[config.mk]
export PLATFORM = sky130hd
export DESIGN_NAME = fetch_ctrl
export DESIGN_NICKNAME = d
export VERILOG_FILES = /design/src/rtl/fetch_ctrl.sv
export SDC_FILE = /design/constraint.sdc
export NUM_CORES = 1
export LEC_CHECK = 0
export CORE_UTILIZATION = 40
export CTS_BUF_LIST = sky130_fd_sc_hd__clkbuf_4
export CTS_CLUSTER_SIZE = 20
export DETAILED_ROUTE_END_ITERATION = 6
export PLACE_DENSITY = 0.74
export SETUP_SLACK_MARGIN = 0.5
export SLEW_MARGIN = 20
export SYNTH_ARGS = -nofsm -noshare
export SYNTH_HDL_FRONTEND = slang
export SYNTH_SLANG_ARGS = --single-unit
[constraint.sdc]
create_clock -name clk -period 2.6 [get_ports clk]
set_input_delay 0.52 -clock clk [delete_from_list [all_inputs] [get_ports clk]]
set_output_delay 0.52 -clock clk [all_outputs]
set_load 0.005 [all_outputs]
[src/rtl/fetch_ctrl.sv]
// fetch_ctrl: instruction-fetch sequencer.
// Arbitrates PC redirects (trap > EX branch > ID jump) against hazard stalls.
// Drives the PC register controls, runs the imem req/ack handshake and
// delivers fetched words, with their PC, to the IF/ID boundary. A one-entry
// skid buffer absorbs a word that returns while ID is stalled.
//
// Optional feature macro: FETCH_CTRL_TRAP_EN adds trap_req/trap_vec as the
// highest-priority redirect source. Without it, trap is treated as 0.
//
// Ports:
//   clk, nrst                  clock, synchronous active-low reset
//   pc_cur                     current PC register value (not used internally)
//   hz_stall                   ID hazard stall, holds IF/ID contents
//   ex_br_taken/ex_br_target   EX branch redirect
//   id_jump/id_jump_target     ID jump redirect (ignored while hz_stall)
//   trap_req/trap_vec          trap redirect (FETCH_CTRL_TRAP_EN only)
//   imem_req/imem_addr         fetch request and address
//   imem_ack/imem_rdata        fetch completion and returned word
//   pc_stall/pc_branch/pc_jump/pc_target  PC register controls
//   if_valid/if_instr/if_pc    registered IF/ID outputs
//   flush_ifid/flush_idex      pipeline flush pulses
`timescale 1ns/1ps
module fetch_ctrl #(
  parameter logic [31:0] RESET_PC = 32'h0000_0000
) (
  input  logic        clk,
  input  logic        nrst,
  input  logic [31:0] pc_cur,
  input  logic        hz_stall,
  input  logic        ex_br_taken,
  input  logic [31:0] ex_br_target,
  input  logic        id_jump,
  input  logic [31:0] id_jump_target,
`ifdef FETCH_CTRL_TRAP_EN
  input  logic        trap_req,
  input  logic [31:0] trap_vec,
`endif
  output logic        imem_req,
  output logic [31:0] imem_addr,
  input  logic        imem_ack,
  input  logic [31:0] imem_rdata,
  output logic        pc_stall,
  output logic        pc_branch,
  output logic        pc_jump,
  output logic [31:0] pc_target,
  output logic        if_valid,
  output logic [31:0] if_instr,
  output logic [31:0] if_pc,
  output logic        flush_ifid,
  output logic        flush_idex
);

  typedef enum logic [1:0] {
    ST_IDLE,
    ST_REQ,
    ST_DISCARD
  } state_e;

  state_e      state_q, state_d;
  logic [31:0] req_addr_q, req_addr_d;
  logic [31:0] tgt_q, tgt_d;
  logic        if_valid_q, if_valid_d;
  logic [31:0] if_instr_q, if_instr_d;
  logic [31:0] if_pc_q, if_pc_d;
  logic        buf_valid_q, buf_valid_d;
  logic [31:0] buf_instr_q, buf_instr_d;
  logic [31:0] buf_pc_q, buf_pc_d;

  logic        trap_hit;
  logic [31:0] trap_tgt;
  logic        redir, redir_br, redir_jmp;
  logic [31:0] redir_tgt;

  // The fetch tracks its own req_addr; pc_cur is accepted for interface
  // compatibility only.
  logic unused_pc_cur;
  assign unused_pc_cur = ^pc_cur;

`ifdef FETCH_CTRL_TRAP_EN
  assign trap_hit = trap_req;
  assign trap_tgt = trap_vec;
`else
  assign trap_hit = 1'b0;
  assign trap_tgt = '0;
`endif

  // Redirect arbitration: trap > branch > jump; jump yields to hz_stall.
  always_comb begin
    redir_br  = 1'b0;
    redir_jmp = 1'b0;
    redir_tgt = '0;
    if (trap_hit) begin
      redir_br  = 1'b1;
      redir_tgt = trap_tgt;
    end else if (ex_br_taken) begin
      redir_br  = 1'b1;
      redir_tgt = ex_br_target;
    end else if (id_jump && !hz_stall) begin
      redir_jmp = 1'b1;
      redir_tgt = id_jump_target;
    end
    redir = redir_br | redir_jmp;
  end

  // State register and datapath flops.
  always_ff @(posedge clk) begin
    if (!nrst) begin
      state_q     <= ST_IDLE;
      req_addr_q  <= RESET_PC;
      tgt_q       <= '0;
      if_valid_q  <= 1'b0;
      if_instr_q  <= '0;
      if_pc_q     <= '0;
      buf_valid_q <= 1'b0;
      buf_instr_q <= '0;
      buf_pc_q    <= '0;
    end else begin
      state_q     <= state_d;
      req_addr_q  <= req_addr_d;
      tgt_q       <= tgt_d;
      if_valid_q  <= if_valid_d;
      if_instr_q  <= if_instr_d;
      if_pc_q     <= if_pc_d;
      buf_valid_q <= buf_valid_d;
      buf_instr_q <= buf_instr_d;
      buf_pc_q    <= buf_pc_d;
    end
  end

  // Next-state logic.
  always_comb begin
    state_d = state_q;
    case (state_q)
      ST_IDLE: begin
        if (redir || !buf_valid_q || !hz_stall)
          state_d = ST_REQ;
      end
      ST_REQ: begin
        if (redir)
          state_d = imem_ack ? ST_REQ : ST_DISCARD;
        else if (imem_ack && hz_stall && if_valid_q)
          state_d = ST_IDLE;
      end
      ST_DISCARD: begin
        if (imem_ack)
          state_d = ST_REQ;
      end
      default: state_d = ST_IDLE;
    endcase
  end

  // Datapath next values.
  always_comb begin
    req_addr_d  = req_addr_q;
    tgt_d       = tgt_q;
    if_valid_d  = if_valid_q;
    if_instr_d  = if_instr_q;
    if_pc_d     = if_pc_q;
    buf_valid_d = buf_valid_q;
    buf_instr_d = buf_instr_q;
    buf_pc_d    = buf_pc_q;
    if (redir) begin
      if_valid_d  = 1'b0;
      buf_valid_d = 1'b0;
      // While a request is still in flight the memory must keep seeing the
      // old address, so the new target waits in tgt_q until the ack.
      if (state_q != ST_IDLE && !imem_ack)
        tgt_d = redir_tgt;
      else
        req_addr_d = redir_tgt;
    end else begin
      case (state_q)
        ST_IDLE: begin
          if (buf_valid_q) begin
            if (!hz_stall) begin
              if_valid_d  = 1'b1;
              if_instr_d  = buf_instr_q;
              if_pc_d     = buf_pc_q;
              buf_valid_d = 1'b0;
            end
          end else if (!hz_stall) begin
            if_valid_d = 1'b0;
          end
        end
        ST_REQ: begin
          if (imem_ack) begin
            req_addr_d = req_addr_q + 32'd4;
            if (!hz_stall || !if_valid_q) begin
              if_valid_d = 1'b1;
              if_instr_d = imem_rdata;
              if_pc_d    = req_addr_q;
            end else begin
              buf_valid_d = 1'b1;
              buf_instr_d = imem_rdata;
              buf_pc_d    = req_addr_q;
            end
          end else if (!hz_stall) begin
            if_valid_d = 1'b0;
          end
        end
        ST_DISCARD: begin
          if (imem_ack)
            req_addr_d = tgt_q;
        end
        default: ;
      endcase
    end
  end

  // Outputs.
  always_comb begin
    imem_req   = (state_q != ST_IDLE);
    imem_addr  = req_addr_q;
    pc_stall   = 1'b1;
    if (redir || (state_q == ST_REQ && imem_ack))
      pc_stall = 1'b0;
    pc_branch  = redir_br;
    pc_jump    = redir_jmp;
    pc_target  = redir_tgt;
    flush_ifid = redir;
    flush_idex = redir_br;
    if_valid   = if_valid_q;
    if_instr   = if_instr_q;
    if_pc      = if_pc_q;
  end

endmodule

==> impl_metrics.yaml <==
status:
  outcome: "finished with violations"
  violations: "DRC"
sta:
  slew_headroom_pct: 37.6
  min_period_ps: 2060
  setup_slack_ps: 541
  finalSetupViolCount: 0
  clock_skew_ps: 19.9
  finalCritPeriodShare_pct: 79.2
  hold_violations: 0
  setup_tns_ps: 0
  fmax_ghz: 0.486
  rsz0062_at_grt: "true"
  worst_pin_slew_ps: 936
  report.final.slew_viol_count: 0
placed_design:
  gp_congestion: 0.910
  io_buffers: 236
  hpwl_um: 17600
  placed_area_um2: 12000
  place_ws_ps: -87.3
routing:
  ant_nets: 0
  wl_per_cell_um: 16.0
  drc: 17
  vias_per_cell: 5.36
  wl_um: 26200
  drt_iter0_drc: 733
  firstDrtPassIters: 7
  dr_total_vias: 8787
die:
  chipWidth_um: 152
  die-height_um: 152
  io-pin-count: 269
  num_rows: 54
  core_um2: 22000
  start_util_pct: 41.1
  die_area_um2: 23200
power_and_ir_drop:
  combPwrFrac_pct: 22.3
  finalPower_mw: 6.27
  ir_drop_v: 0.000261
  clockPowerShare_pct: 26.4
  p_sw_share_pct: 28.8
  p_per_area_nw_per_um2: 490
  power.net_switching_mw: 1.80
  power_frac_seq_pct: 51.3
  p_leak_nw: 4.80
  p_int_mw: 4.47
yosys:
  ys.warnings.count: 0
  netlist_area_um2: 9030
  synth_cells: 1053
  synth_seq_area_share_pct: 43.5
  synth_top_area_share_pct: 43.5
  synth_area_leaders: "dfxtp_1, mux2i_1, nand2_1"
  synth-async-reset-ratio_pct: 0
  synthesis.nets: 1188
  synthFlopType: "dfxtp_1"
  avgSynthCellArea_um2: 8.57
  synth_top_area_cell: "dfxtp_1"
  synth-seq-cells: 196
  ys_types: 67
  synth_edf_count: 0
worst_setup_path:
  worstPathRequired_ps: 2080
  rr_endpoint: "if_pc[6]"
  crit_fanout: 8
  timing.rr.start: "state_q[0]"
  crit_path_frequent_cell: "buf_2"
  max_stage_delay_ps: 210
  cp.depth: 7
  cp-startpoint: "id_jump"
  path_cells: "buf_2 -> nor3b_4 -> buf_6 -> buf_12 -> buf_16 -> a22o_1 -> buf_2"
  path_class: "input pin to output pin"
  start_kind: "input pin"
  crit_buf_inv: 5
  crit_family: "buffers and inverters"
  rr_worst_depth: 10
  critPathArrivalTime_ps: 1540
  end_kind: "output pin"
  critPathSlowestCell: "a22o_1"
  rrSetupSlack_ps: 620
cells_and_area:
  multi_input_area_um2: 4620
  synthToLayoutAreaGrowth_pct: 41.7
  fin_area_um2: 12800
  final-seq-area_um2: 4010
  nNetsFinal: 1478
  fillCellCount: 1934
  drive_gt1_share_pct: 18.7
cts:
  h-tree-depth: 4
  cts_buffers: 17
  cts_tree: "yes"
  cts_hold_buf: 0
  root_buffer: "clkbuf_4"
  clkSinkCount: 196
  clock_latency_ps: 580
  clock_path_buffers: 2
  clk_pin_slew_ps: 160
min_path:
  hold_start: "buf_instr_q[7]"
  min_to: "buf_instr_q[7]"
  hold_path.class: "flop to flop"
  worstHoldPathCells: 2
global_routing:
  antenna_found_initial: 1
  grt_pass1_vias: 8203
  track_usage_pct: 22.7
  grt_max_degree: 74
  gr-total-overflow: 0
  grt_pass1_wl_um: 42500
flow_run:
  maxCapViolCount: 0
## final cells by class
type	count	area share (%)
antenna	2	0.0391
tap	280	2.74
sequential	196	31.3
multi-input combinational	746	36.1
clock buffer	17	0.997
timing repair buffer	368	27.1
clock inverter	15	1.19
inverter	14	0.450
## cells in the mapped netlist, types with 10 or more instances
library cell	number
nand2_1	154
a211oi_1	67
a21oi_1	101
mux2i_1	98
dfxtp_1	196
nor3_1	11
buf_2	46
a21o_1	12
o21ai_0	33
inv_1	14
buf_4	10
clkbuf_1	30
a22o_1	31
nor2_1	112
nand3_1	15
## tightest hold or removal path, cell delays in order (launching register included)
cell	delay, ps
dfxtp_1	340
nand2_1	50
a21oi_1	50
## metal layers
metal | part of all wire, % | vias up | GRT usage [%]
li1 | - | 4350 | -
met1 | 44 | 4050 | 29.7
met2 | 47 | 345 | 37.5
met3 | 6.7 | 42 | 4.07
met4 | 2.0 | 0 | 8.07
met5 | 0 | - | 0
## layout by cell type (no fill, tap or decap), types with 4 or more instances in the layout
cell	count
a211oi_1	66
a21o_1	12
a21oi_1	100
a22o_1	30
a31oi_1	8
a32o_1	6
and3_1	6
and3_2	5
buf_12	13
buf_16	4
buf_2	25
buf_4	110
buf_6	6
clkbuf_4	17
clkdlybuf4s50_1	185
dfxtp_1	164
dfxtp_2	13
dfxtp_4	19
dlygate4sd2_1	17
inv_1	13
inv_6	6
mux2i_1	98
nand2_1	154
nand3_1	15
nand4_1	6
nor2_1	111
nor3_1	9
nor4_1	8
o21a_1	5
o21ai_0	33
o22ai_1	7
## cell families after synthesis
kind of cell	share of synthesized area, %
compound gates	22.1
fa+ha+maj	0.139
buf+inv	6.24
flops	43.5
mux	10.9
simple gates	17.2
## worst max path at each step
stage	end	slack (ps)
global placement	pc_target[20]	-80
global route	if_pc[6]	430
finish	pc_target[19]	540
CTS	pc_stall	420
floorplan	imem_addr[15]	680
detailed placement	pc_target[20]	-90
## power by group through the flow
stage	Sequential, mW	Combinational [mW]	Clock, mW
floorplan	3.27	0.613	0
global placement	3.30	1.27	0
detailed placement	3.31	1.29	0
CTS	3.22	1.37	1.71
global route	3.23	1.51	1.82
finish	3.21	1.40	1.66
## state kept, by name, indices dropped and copies added (netlist names)
name / count
buf_instr_q: 32
buf_pc_q: 32
buf_valid_q: 1
if_instr: 32
if_pc: 32
if_valid: 1
imem_addr: 32
state_q: 2
tgt_q: 32
## what timing repair did
action | in CTS | in global routing
pin swaps | 23 | 3
setup buffers | 39 | 6
hold endpoints to repair | 0 | 0
gates cloned | 4 | 0
endpoints found under the setup margin | 90 | 54
resized for setup | 197 | 17
## metrics by stage
stage          cells  util [%]  hold slack (ps)
3_5_place_dp    1555      54.8              446
3_3_place_gp    1555      54.8              440
2_1_floorplan   1053         -              436
6_report        1638      58.3              464
4_1_cts         1630      57.9              449
5_1_grt         1638      58.3              475
No activity file was read; power rests on OpenSTA's default activity.
